**src/rtl/ad_ip_jesd204_tpl_dac_pkg.sv**
```systemverilog
`default_nettype none
// +----------------------------------------------------------------------------+
// | ad_ip_jesd204_tpl_dac_pkg : source-select codes and pattern player states   |
// | Revision 1.0                                                               |
// +----------------------------------------------------------------------------+
package ad_ip_jesd204_tpl_dac_pkg;

  localparam logic [3:0] SEL_DDS      = 4'd0;
  localparam logic [3:0] SEL_PAT      = 4'd1;
  localparam logic [3:0] SEL_DMA      = 4'd2;
  localparam logic [3:0] SEL_ZERO     = 4'd3;
  localparam logic [3:0] SEL_PN7_INV  = 4'd4;
  localparam logic [3:0] SEL_PN15_INV = 4'd5;
  localparam logic [3:0] SEL_PN7      = 4'd6;
  localparam logic [3:0] SEL_PN15     = 4'd7;
  localparam logic [3:0] SEL_RAMP     = 4'd8;
  localparam logic [3:0] SEL_PAT_RAM  = 4'd9;

  typedef enum logic [1:0] {
    PAT_IDLE  = 2'd0,
    PAT_ARMED = 2'd1,
    PAT_PLAY  = 2'd2,
    PAT_DONE  = 2'd3
  } pat_state_t;

endpackage
`default_nettype wire

```
**src/rtl/ad_ip_jesd204_tpl_dac_pat_player.sv**
```systemverilog
`default_nettype none
// +----------------------------------------------------------------------------+
// | ad_ip_jesd204_tpl_dac_pat_player : pattern memory with one-shot/loop player |
// | Revision 1.0                                                               |
// +----------------------------------------------------------------------------+
module ad_ip_jesd204_tpl_dac_pat_player
  import ad_ip_jesd204_tpl_dac_pkg::*;
#(
  parameter int DATA_PATH_WIDTH      = 4,
  parameter int CONVERTER_RESOLUTION = 16,
  parameter int PAT_DEPTH            = 64
) (
  input  logic                                             clk,
  input  logic                                             reset,
  input  logic                                             active,
  input  logic                                             sync,
  input  logic                                             pat_wr,
  input  logic [$clog2(PAT_DEPTH)-1:0]                     pat_waddr,
  input  logic [CONVERTER_RESOLUTION-1:0]                  pat_wdata,
  input  logic [$clog2(PAT_DEPTH/DATA_PATH_WIDTH):0]       pat_length,
  input  logic                                             pat_loop,
  output logic [DATA_PATH_WIDTH*CONVERTER_RESOLUTION-1:0]  beat_data,
  output logic                                             pat_busy,
  output logic                                             pat_done
);

  localparam int CR    = CONVERTER_RESOLUTION;
  localparam int BEATS = PAT_DEPTH / DATA_PATH_WIDTH;
  localparam int AW    = $clog2(PAT_DEPTH);
  localparam int LEN_W = $clog2(BEATS) + 1;
  localparam int PTR_W = (BEATS > 1) ? $clog2(BEATS) : 1;
  localparam logic [LEN_W-1:0] C_BEATS = LEN_W'(BEATS);

  logic [CR-1:0]    r_mem [PAT_DEPTH];
  pat_state_t       r_state;
  pat_state_t       w_state_nxt;
  logic [PTR_W-1:0] r_ptr;
  logic [PTR_W-1:0] w_ptr_nxt;
  logic             r_done;
  logic             w_done_nxt;
  logic [LEN_W-1:0] w_len;
  logic             w_last;

  always_ff @(posedge clk) begin
    if (pat_wr) begin
      r_mem[pat_waddr] <= pat_wdata;
    end
  end

  // Zero or oversize length means "whole memory".
  assign w_len  = (pat_length == '0 || pat_length > C_BEATS) ? C_BEATS : pat_length;
  assign w_last = (LEN_W'(r_ptr) + LEN_W'(1)) >= w_len;

  generate
    for (genvar i = 0; i < DATA_PATH_WIDTH; i++) begin : g_lane
      logic [AW-1:0] w_raddr;
      assign w_raddr = AW'(r_ptr) * AW'(DATA_PATH_WIDTH) + AW'(i);
      assign beat_data[i*CR +: CR] = (r_state == PAT_PLAY) ? r_mem[w_raddr] : '0;
    end
  endgenerate

  always_comb begin
    w_state_nxt = r_state;
    w_ptr_nxt   = r_ptr;
    w_done_nxt  = 1'b0;
    if (!active) begin
      w_state_nxt = PAT_IDLE;
      w_ptr_nxt   = '0;
    end else begin
      case (r_state)
        PAT_IDLE: begin
          w_state_nxt = PAT_ARMED;
        end
        PAT_ARMED, PAT_DONE: begin
          if (sync) begin
            w_state_nxt = PAT_PLAY;
            w_ptr_nxt   = '0;
          end
        end
        PAT_PLAY: begin
          if (sync) begin
            w_ptr_nxt = '0;
          end else if (w_last) begin
            if (pat_loop) begin
              w_ptr_nxt = '0;
            end else begin
              w_state_nxt = PAT_DONE;
              w_done_nxt  = 1'b1;
            end
          end else begin
            w_ptr_nxt = r_ptr + PTR_W'(1);
          end
        end
        default: begin
          w_state_nxt = PAT_IDLE;
          w_ptr_nxt   = '0;
        end
      endcase
    end
  end

  always_ff @(posedge clk or posedge reset) begin
    if (reset) begin
      r_state <= PAT_IDLE;
      r_ptr   <= '0;
      r_done  <= 1'b0;
    end else begin
      r_state <= w_state_nxt;
      r_ptr   <= w_ptr_nxt;
      r_done  <= w_done_nxt;
    end
  end

  assign pat_busy = (r_state == PAT_PLAY);
  assign pat_done = r_done;

endmodule
`default_nettype wire

```
**src/rtl/ad_ip_jesd204_tpl_dac_channel_ext.sv**
```systemverilog
`default_nettype none
// +----------------------------------------------------------------------------+
// | ad_ip_jesd204_tpl_dac_channel_ext : per-channel DAC sample source selector  |
// | Optional ramp generator built when AD_TPL_DAC_RAMP_EN is defined. Rev 1.0   |
// +----------------------------------------------------------------------------+
module ad_ip_jesd204_tpl_dac_channel_ext
  import ad_ip_jesd204_tpl_dac_pkg::*;
#(
  parameter int DATA_PATH_WIDTH      = 4,
  parameter int CONVERTER_RESOLUTION = 16,
  parameter int BITS_PER_SAMPLE      = 16,
  parameter int PAT_DEPTH            = 64
) (
  input  logic                                            clk,
  input  logic                                            reset,
  input  logic [DATA_PATH_WIDTH*BITS_PER_SAMPLE-1:0]      dma_data,
  input  logic [DATA_PATH_WIDTH*CONVERTER_RESOLUTION-1:0] dds_data,
  input  logic [DATA_PATH_WIDTH*CONVERTER_RESOLUTION-1:0] pn7_data,
  input  logic [DATA_PATH_WIDTH*CONVERTER_RESOLUTION-1:0] pn15_data,
  input  logic                                            dac_data_sync,
  input  logic [3:0]                                      dac_data_sel,
  input  logic                                            dac_mask_enable,
  input  logic [15:0]                                     dac_pat_data_0,
  input  logic [15:0]                                     dac_pat_data_1,
  input  logic [15:0]                                     dac_ramp_start,
  input  logic [15:0]                                     dac_ramp_step,
  input  logic                                            pat_wr,
  input  logic [$clog2(PAT_DEPTH)-1:0]                    pat_waddr,
  input  logic [CONVERTER_RESOLUTION-1:0]                 pat_wdata,
  input  logic [$clog2(PAT_DEPTH/DATA_PATH_WIDTH):0]      pat_length,
  input  logic                                            pat_loop,
  output logic [DATA_PATH_WIDTH*CONVERTER_RESOLUTION-1:0] dac_data,
  output logic                                            dac_enable,
  output logic                                            pat_busy,
  output logic                                            pat_done
);

  localparam int CR = CONVERTER_RESOLUTION;
  localparam int DW = DATA_PATH_WIDTH * CR;

  logic [3:0]    w_src;
  logic [DW-1:0] w_dma;
  logic [DW-1:0] w_fixed;
  logic [DW-1:0] w_ramp;
  logic [DW-1:0] w_beat;
  logic [DW-1:0] w_mux;
  logic [DW-1:0] r_data;
  logic          r_enable;

  always_comb begin
    w_src = dac_data_sel;
    if (dac_mask_enable) begin
      w_src = SEL_DMA;
    end else if (dac_data_sel > SEL_PAT_RAM) begin
      w_src = SEL_DDS;
`ifndef AD_TPL_DAC_RAMP_EN
    end else if (dac_data_sel == SEL_RAMP) begin
      w_src = SEL_DDS;
`endif
    end
  end

  generate
    for (genvar i = 0; i < DATA_PATH_WIDTH; i++) begin : g_dma_lane
      assign w_dma[i*CR +: CR] = dma_data[BITS_PER_SAMPLE*i +: CR];
    end

    if (DATA_PATH_WIDTH > 1) begin : g_fixed_multi
      for (genvar i = 0; i < DATA_PATH_WIDTH; i++) begin : g_lane
        assign w_fixed[i*CR +: CR] = (i % 2 == 0) ? dac_pat_data_0[CR-1:0]
                                                  : dac_pat_data_1[CR-1:0];
      end
    end else begin : g_fixed_single
      // Single-lane paths alternate words in time; sync realigns to word 0.
      logic r_phase;
      logic w_phase;
      assign w_phase = dac_data_sync ? 1'b0 : r_phase;
      always_ff @(posedge clk or posedge reset) begin
        if (reset) begin
          r_phase <= 1'b0;
        end else begin
          r_phase <= ~w_phase;
        end
      end
      assign w_fixed = w_phase ? dac_pat_data_1[CR-1:0] : dac_pat_data_0[CR-1:0];
    end
  endgenerate

`ifdef AD_TPL_DAC_RAMP_EN
  logic [CR-1:0] r_base;

  always_ff @(posedge clk or posedge reset) begin
    if (reset) begin
      r_base <= '0;
    end else if (dac_data_sync) begin
      r_base <= dac_ramp_start[CR-1:0];
    end else begin
      r_base <= r_base + CR'(DATA_PATH_WIDTH) * dac_ramp_step[CR-1:0];
    end
  end

  generate
    for (genvar i = 0; i < DATA_PATH_WIDTH; i++) begin : g_ramp_lane
      assign w_ramp[i*CR +: CR] = r_base + CR'(i) * dac_ramp_step[CR-1:0];
    end
  endgenerate
`else
  logic w_ramp_unused;
  assign w_ramp_unused = ^{dac_ramp_start, dac_ramp_step};
  assign w_ramp        = '0;
`endif

  ad_ip_jesd204_tpl_dac_pat_player #(
    .DATA_PATH_WIDTH      (DATA_PATH_WIDTH),
    .CONVERTER_RESOLUTION (CONVERTER_RESOLUTION),
    .PAT_DEPTH            (PAT_DEPTH)
  ) i_pat_player (
    .clk        (clk),
    .reset      (reset),
    .active     (w_src == SEL_PAT_RAM),
    .sync       (dac_data_sync),
    .pat_wr     (pat_wr),
    .pat_waddr  (pat_waddr),
    .pat_wdata  (pat_wdata),
    .pat_length (pat_length),
    .pat_loop   (pat_loop),
    .beat_data  (w_beat),
    .pat_busy   (pat_busy),
    .pat_done   (pat_done)
  );

  always_comb begin
    w_mux = dds_data;
    case (w_src)
      SEL_DDS:      w_mux = dds_data;
      SEL_PAT:      w_mux = w_fixed;
      SEL_DMA:      w_mux = w_dma;
      SEL_ZERO:     w_mux = '0;
      SEL_PN7_INV:  w_mux = ~pn7_data;
      SEL_PN15_INV: w_mux = ~pn15_data;
      SEL_PN7:      w_mux = pn7_data;
      SEL_PN15:     w_mux = pn15_data;
      SEL_RAMP:     w_mux = w_ramp;
      SEL_PAT_RAM:  w_mux = w_beat;
      default:      w_mux = dds_data;
    endcase
  end

  always_ff @(posedge clk or posedge reset) begin
    if (reset) begin
      r_data   <= '0;
      r_enable <= 1'b0;
    end else begin
      r_data   <= w_mux;
      r_enable <= (w_src == SEL_DMA);
    end
  end

  assign dac_data   = r_data;
  assign dac_enable = r_enable;

endmodule
`default_nettype wire

```
**config.mk**
```make
export PLATFORM = sky130hd
export DESIGN_NAME = ad_ip_jesd204_tpl_dac_channel_ext
export DESIGN_NICKNAME = d
export VERILOG_FILES = /design/src/rtl/ad_ip_jesd204_tpl_dac_pkg.sv /design/src/rtl/ad_ip_jesd204_tpl_dac_pat_player.sv /design/src/rtl/ad_ip_jesd204_tpl_dac_channel_ext.sv
export SDC_FILE = /design/constraint.sdc
export NUM_CORES = 1
export LEC_CHECK = 0
export CAP_MARGIN = 10
export CORE_MARGIN = 2
export CORE_UTILIZATION = 57
export DETAILED_ROUTE_END_ITERATION = 8
export PLACE_DENSITY = 0.87
export SYNTH_ARGS = -nofsm -noshare
export SYNTH_HDL_FRONTEND = slang
export SYNTH_SLANG_ARGS = --single-unit
```
**constraint.sdc**
```tcl
create_clock -name clk -period 3.07 [get_ports clk]
set_input_delay 0.4605 -clock clk [delete_from_list [all_inputs] [get_ports clk]]
set_output_delay 0.4605 -clock clk [all_outputs]
set_load 0.1 [all_outputs]
```
Yosys cells after proc, flatten, opt, wreduce, memory -nomap -nowiden
Memories as Yosys holds them, arrays and structs flattened. Cells that the tools add are included.

Bits in latches: 0. Word-level logic and storage cells: 70. Memories: 1. Output and inout port bits: 67. Register bits after elaboration: 72. Bits in writable memories: 1024. Input bits: 357. ROM bits: 0.

Shifts and indexed selects: 0. Multiplexer cells: 28. Equal/unequal tests: 19. $mul: 0. Add/sub/neg operators: 5. Reductions and logical operators: 7. Order comparisons: 3. Bitwise operators: 2. Div/mod/pow operators: 0.

Memory list: i_pat_player.r_mem (depth 64, bits a word 16, rd ports 4, clocked after Yosys merged registers in 0, wr ports 1, line ad_ip_jesd204_tpl_dac_pat_player.sv:34) `logic [CR-1:0] r_mem [PAT_DEPTH];`.

Operator list (number): one-hot mux 64 bit (8 select lines) (1); inverter 64 bit (2); two-way mux 16 bit (4); two-way mux 4 bit (8); equality test 4 x 3 -> 1 bit, second input constant (4); inequality test 3 bit, second input constant (5); adder 6 x 2 -> 6 bit, second input constant (2); equality test 4 bit, second input constant (3); two-way mux 2 bit (5); equality test 4 x 2 -> 1 bit, second input constant (2); one-hot mux 4 bit (2 select lines) (1); two-way mux 1 bit (7); adder 6 x 1 -> 6 bit, second input constant (1); one-hot mux 2 bit (3 select lines) (1); adder 4 x 1 -> 5 bit, second input constant (1); greater-or-equal comparator 5 bit (1); > comparator 5 bit, second input constant (1); zero test 5 bit (1); two-way mux 5 bit (1); inequality test 5 bit, second input constant (1); adder 4 x 1 -> 4 bit, second input constant (1); equality test 2 bit, second input constant (2); equality test 4 x 1 -> 1 bit, second input constant (1); > comparator 4 bit, second input constant (1); 6 further kinds (7).

Longest topological paths before layout
Word-level depth: 8. Depth in mapped cells: 11. Gate-level depth less buffers: 9.

Cells and area by module
Synthesis repeated with hierarchy kept, for this count alone.

Cells, all modules: 2485. Area, all modules: 45576.2 sq um.

By module, submodules not included: ad_ip_jesd204_tpl_dac_pat_player (area an instance 40346.2 sq um, seq. area each 30924.7 sq um, cells an instance 1960, instances 1); ad_ip_jesd204_tpl_dac_channel_ext (area an instance 5230.0 sq um, seq. area each 1626.6 sq um, cells an instance 525, instances 1).

Worst setup path after synthesis
OpenSTA, ideal clock, no wires.

Path type: input to register. From: input pat_length[1]. To: register i_pat_player.r_ptr[2]. Path slack: 0.414 ns. Data required time: 3.006 ns. Setup time: 0.064 ns. Cell stages on the path: 9. Path buffers: 0. Data arrival time: 2.593 ns. Path through: or4_1 -> ha_1 -> nand2b_1 -> ha_1 -> nand2_1 -> o21ai_0 -> a2111oi_2 -> o21ai_0 -> a21bo_2.

Word-level cells in the longest chain between the ends: 8. Elaborated cells between the ends (all ways): 11. Classes of those cells: order compare (2); eq/ne (1); mux (5); reduce/logical (3).

Ends and longest elaborated chain: start: declaration (line ad_ip_jesd204_tpl_dac_channel_ext.sv:30) `input logic [$clog2(PAT_DEPTH/DATA_PATH_WIDTH):0] pat_length,`; > comparator 5 bit / zero test 5 bit (equally long branches) (line ad_ip_jesd204_tpl_dac_pat_player.sv:51) `assign w_len = (pat_length == '0 || pat_length > C_BEATS) ? C_BEATS : pat_length;`; logical OR 1 bit (line ad_ip_jesd204_tpl_dac_pat_player.sv:51); two-way mux 5 bit (*) (line ad_ip_jesd204_tpl_dac_pat_player.sv:51); greater-or-equal comparator 5 bit (*) (line ad_ip_jesd204_tpl_dac_pat_player.sv:52) `assign w_last = (LEN_W'(r_ptr) + LEN_W'(1)) >= w_len;`; two-way mux 4 bit (line ad_ip_jesd204_tpl_dac_pat_player.sv:83) `end else if (w_last) begin`; two-way mux 4 bit (line ad_ip_jesd204_tpl_dac_pat_player.sv:81) `if (sync) begin`; one-hot mux 4 bit (2 select lines) (line ad_ip_jesd204_tpl_dac_pat_player.sv:70) `case (r_state)`; two-way mux 4 bit (line ad_ip_jesd204_tpl_dac_pat_player.sv:66) `if (!active) begin`; end signal: assignment (line ad_ip_jesd204_tpl_dac_pat_player.sv:109) `r_ptr <= w_ptr_nxt;`; end: declaration (line ad_ip_jesd204_tpl_dac_pat_player.sv:37) `logic [PTR_W-1:0] r_ptr;`.

Every way passes the cells marked *; elsewhere a longest branch is shown, timed or not. A chain may end at the register's enable or synchronous reset.

Worst setup path after layout
From: register i_pat_player.r_ptr[2]. To: register i_pat_player.r_ptr[2].

Word-level cells in the longest chain between the ends: 6. Elaborated cells between the ends (all ways): 9. Classes of those cells: add/sub (2); order compare (1); eq/ne (1); mux (4); reduce/logical (1).

Ends and longest elaborated chain (line): adder 4 x 1 -> 5 bit (ad_ip_jesd204_tpl_dac_pat_player.sv:52); greater-or-equal comparator 5 bit (ad_ip_jesd204_tpl_dac_pat_player.sv:52); two-way mux 4 bit (ad_ip_jesd204_tpl_dac_pat_player.sv:83); two-way mux 4 bit (ad_ip_jesd204_tpl_dac_pat_player.sv:81); one-hot mux 4 bit (2 select lines) (ad_ip_jesd204_tpl_dac_pat_player.sv:70); two-way mux 4 bit (ad_ip_jesd204_tpl_dac_pat_player.sv:66).

Several ways; a longest one is shown, not always the timed one.

==> qor.csv <==
stage,metric,value,unit
outcome,status,completed,
logic_synthesis,async set-reset flop share out of synthesis,6.57,%
sta,Slew headroom,14.0,%
detailed_routing,Iteration-0 DRC Markers,4263,
final_layout,Antenna diodes,0,
detailed_routing,DR vias/cell,6.65,
logic_synthesis,Yosys cell types,57,
final_layout,nets@finish,3507,
critical_path,Worst setup EP type,register,
min_path,hold crit path type,in2reg,
sta,Slew Limit Fails,0,
logic_synthesis,Mapped Avg Cell Area,17.1,µm²
clock_network,Bufs on Longest Clock Path,3,
placed_design,Inst Count DP,4074,
power_and_ir_drop,maximum vdd drop,550,µV
sta,post-route setup slack,0.174,ns
placed_design,Buffers on Ports,391,
global_routing,Overflow after GRT,0,
floorplanning,chip width,285,µm
run,MaxCap Viol Count,0,
sta,Final Hold Vio Count,0,
power_and_ir_drop,Lkg Pwr,17.4,nW
logic_synthesis,most frequent cell after synthesis,edfxtp_1,
floorplanning,io pins,424,
sta,period utilisation layout,94.3,%
floorplanning,Core Region,77700,µm²
floorplanning,Die H,285,µm
logic_synthesis,post-synth top area cell,edfxtp_1,
sta,Tmin final,2.90,ns
final_layout,fin cells,4269,
critical_path,critical path data required time,3.67,ns
logic_synthesis,"top cells by count, synth","edfxtp_1, mux2i_1, a22oi_1",
global_routing,largest net degree at the start of global routing,106,
final_layout,share of layout cells above drive strength 1,16.8,%
critical_path,critical path launch point type,register,
logic_synthesis,Syn Nets,2990,
logic_synthesis,"flops & latches, synth",1096,
sta,unrepaired setup endpoints after global routing,false,
detailed_routing,total number of vias,28408,
sta,worst slew pin tran,1.29,ns
detailed_routing,wire length per cell,33.2,µm
critical_path,crit path DAT,3.50,ns
global_routing,vias in the first global route,28657,
global_routing,global-route usage over all layers,34.5,%
logic_synthesis,post-synth top area share,68.4,%
logic_synthesis,Ys Warns,0,
power_and_ir_drop,PD cells,588,nW/µm²
clock_network,CTS resizes,0,
critical_path,WS Path Type,reg2reg,
placed_design,RePlAce Congestion,0.992,
clock_network,CTS tree,built,
placed_design,Detail Placement HPWL,89.9,mm
clock_network,clock slew at the register clock pins of the worst setup and hold paths,0.07,ns
power_and_ir_drop,Tot Pwr,32.0,mW
logic_synthesis,post-synthesis instance area,44900,µm²
clock_network,Root Buffer,clkbuf_16,
global_routing,first-pass GRT wire length,201,mm
detailed_routing,DRC viols,0,
placed_design,placed inst area,50900,µm²
critical_path,worst-path maximum fanout,28,
clock_network,CTS buffer count,104,
logic_synthesis,Post-synth top flop,edfxtp_1,
global_routing,initial antenna violation count,11,
sta,Max Fclk,0.345,GHz
clock_network,postcts setup bufs,0,
sta,Final Setup Violations,0,
floorplanning,FP Rows,102,
clock_network,hold-fix buffers at CTS,0,
floorplanning,Die ar.,81100,µm²
floorplanning,Initial Util,57.8,%
final_layout,design area,54400,µm²
clock_network,H-tree depth,3,
logic_synthesis,share of the yosys chip area belonging to registers,72.4,%
detailed_routing,final antenna-violating net count,0,
logic_synthesis,Synth area leaders,"edfxtp_1, mux2i_1, dfrtp_1",
clock_network,Worst-Skew Late Latency,0.68,ns
logic_synthesis,Post-synth EDFFs,1024,
final_layout,Layout area overhead,21.0,%
detailed_routing,drt total wl,142,mm
logic_synthesis,Mapped Cells,2626,
placed_design,Post-Place Setup Slack,-0.116,ns
sta,Layout Skew,0.0356,ns
detailed_routing,drt pass-1 iters,7,
clock_network,clk sinks,1096,
final_layout,Final Util,70.0,%
final cells by class:
class	instances	area, µm²
clock buffer	144	2920
clock inverter	48	457
multi-input combinational	1348	11500
tap	1040	1300
timing repair buffer	589	5590
fill	4571	23300
sequential	1096	32600
inverter	4	16.3
placed cells by master, fill, tap and decap left out, types with 4 or more instances in the layout:
cell,Yosys,layout
a211oi_1,19,19
a21oi_1,37,37
inv_6,0,6
buf_2,76,16
a221o_1,6,6
a221oi_1,26,26
bufinv_16,0,7
mux4_2,71,71
nor3_2,0,4
nand2_1,15,15
nand3b_1,5,5
a31oi_1,22,22
a22oi_1,171,171
edfxtp_1,1024,1024
ha_1,7,7
a2111oi_0,6,6
a22o_1,29,29
clkbuf_8,0,15
o21ai_0,39,39
buf_4,18,232
mux2i_1,415,415
nand2b_1,5,5
clkinvlp_4,0,6
nor2_1,106,104
clkinv_1,1,10
xor2_1,77,77
clkbuf_1,69,24
nor2b_1,36,33
o22ai_1,40,40
buf_12,0,35
dfrtp_1,72,69
clkinv_2,0,20
clkbuf_16,0,105
nand3_1,88,88
o32a_1,4,4
and2b_1,16,16
o211ai_1,66,66
clkdlybuf4s50_1,0,306
cell families (layout without fill, tap and decap cells):
logic type | Yosys count | after routing | share of synthesized area [%]
xor+xnor | 78 | 78 | 1.52
flops | 1096 | 1096 | 72.4
simple gates | 300 | 300 | 3.38
fa+ha+maj | 7 | 7 | 0.195
compound gates | 475 | 475 | 7.59
mux | 488 | 488 | 12.9
buf+inv | 182 | 785 | 2.01
worst max-delay path, cell delays in order (launching register included):
cell and delay, ns:
dfrtp_2 0.63, and2_4 0.55, nand2_1 0.13, xnor2_1 0.33, ha_1 0.30, and2_1 0.16, a2111oi_2 0.36, o21ai_0 0.16
a21bo_2 0.22
path summary, 6_finish.rpt:
check                                         from                         to  slack [ns]  cells past startpoint
setup / recovery             i_pat_player.r_ptr[2]      i_pat_player.r_ptr[2]        0.17                      8
hold / removal                        pat_wdata[6]  i_pat_player.r_mem[19][6]        0.19                      1
setup reg to reg             i_pat_player.r_ptr[2]      i_pat_player.r_ptr[2]        0.17                      8
hold reg to reg            i_pat_player.r_state[1]    i_pat_player.r_state[1]        0.67                      2
max in group asynchronous                    reset                dac_data[9]        2.06                      3
min in group asynchronous                    reset               dac_data[44]        0.24                      2
where the power goes:
part / switching (mW) / total, mW / internal, mW / leakage (nW)
Clock: 5.49 / 12.7 / 7.26 / 1.66
Combinational: 1.81 / 2.64 / 0.827 / 5.66
Sequential: 0.0974 / 16.6 / 16.5 / 10.1
Total: 7.39 / 32.0 / 24.6 / 17.4
registers in the layout (all words and copies together) (netlist names):
name                   count
i_pat_player.r_ptr         4
i_pat_player.pat_done      1
i_pat_player.r_mem      1024
i_pat_player.r_state       2
dac_data                  64
dac_enable                 1
stage by stage:
stage	hold slack, ns	TNS [ns]
floorplan	0.475	0
CTS	0.217	0
finish	0.194	0
global route	0.194	0
global placement	0.492	-0.437
detailed placement	0.598	-0.317
layer usage:
layer	up-vias	global-route usage [%]	wire length, µm
li1	11582	-	-
met1	14013	44.2	47200
met2	2424	55.7	67700
met3	371	10.3	19900
met4	18	14.0	6580
met5	-	0	121
No activity file was read; power rests on OpenSTA's default activity.
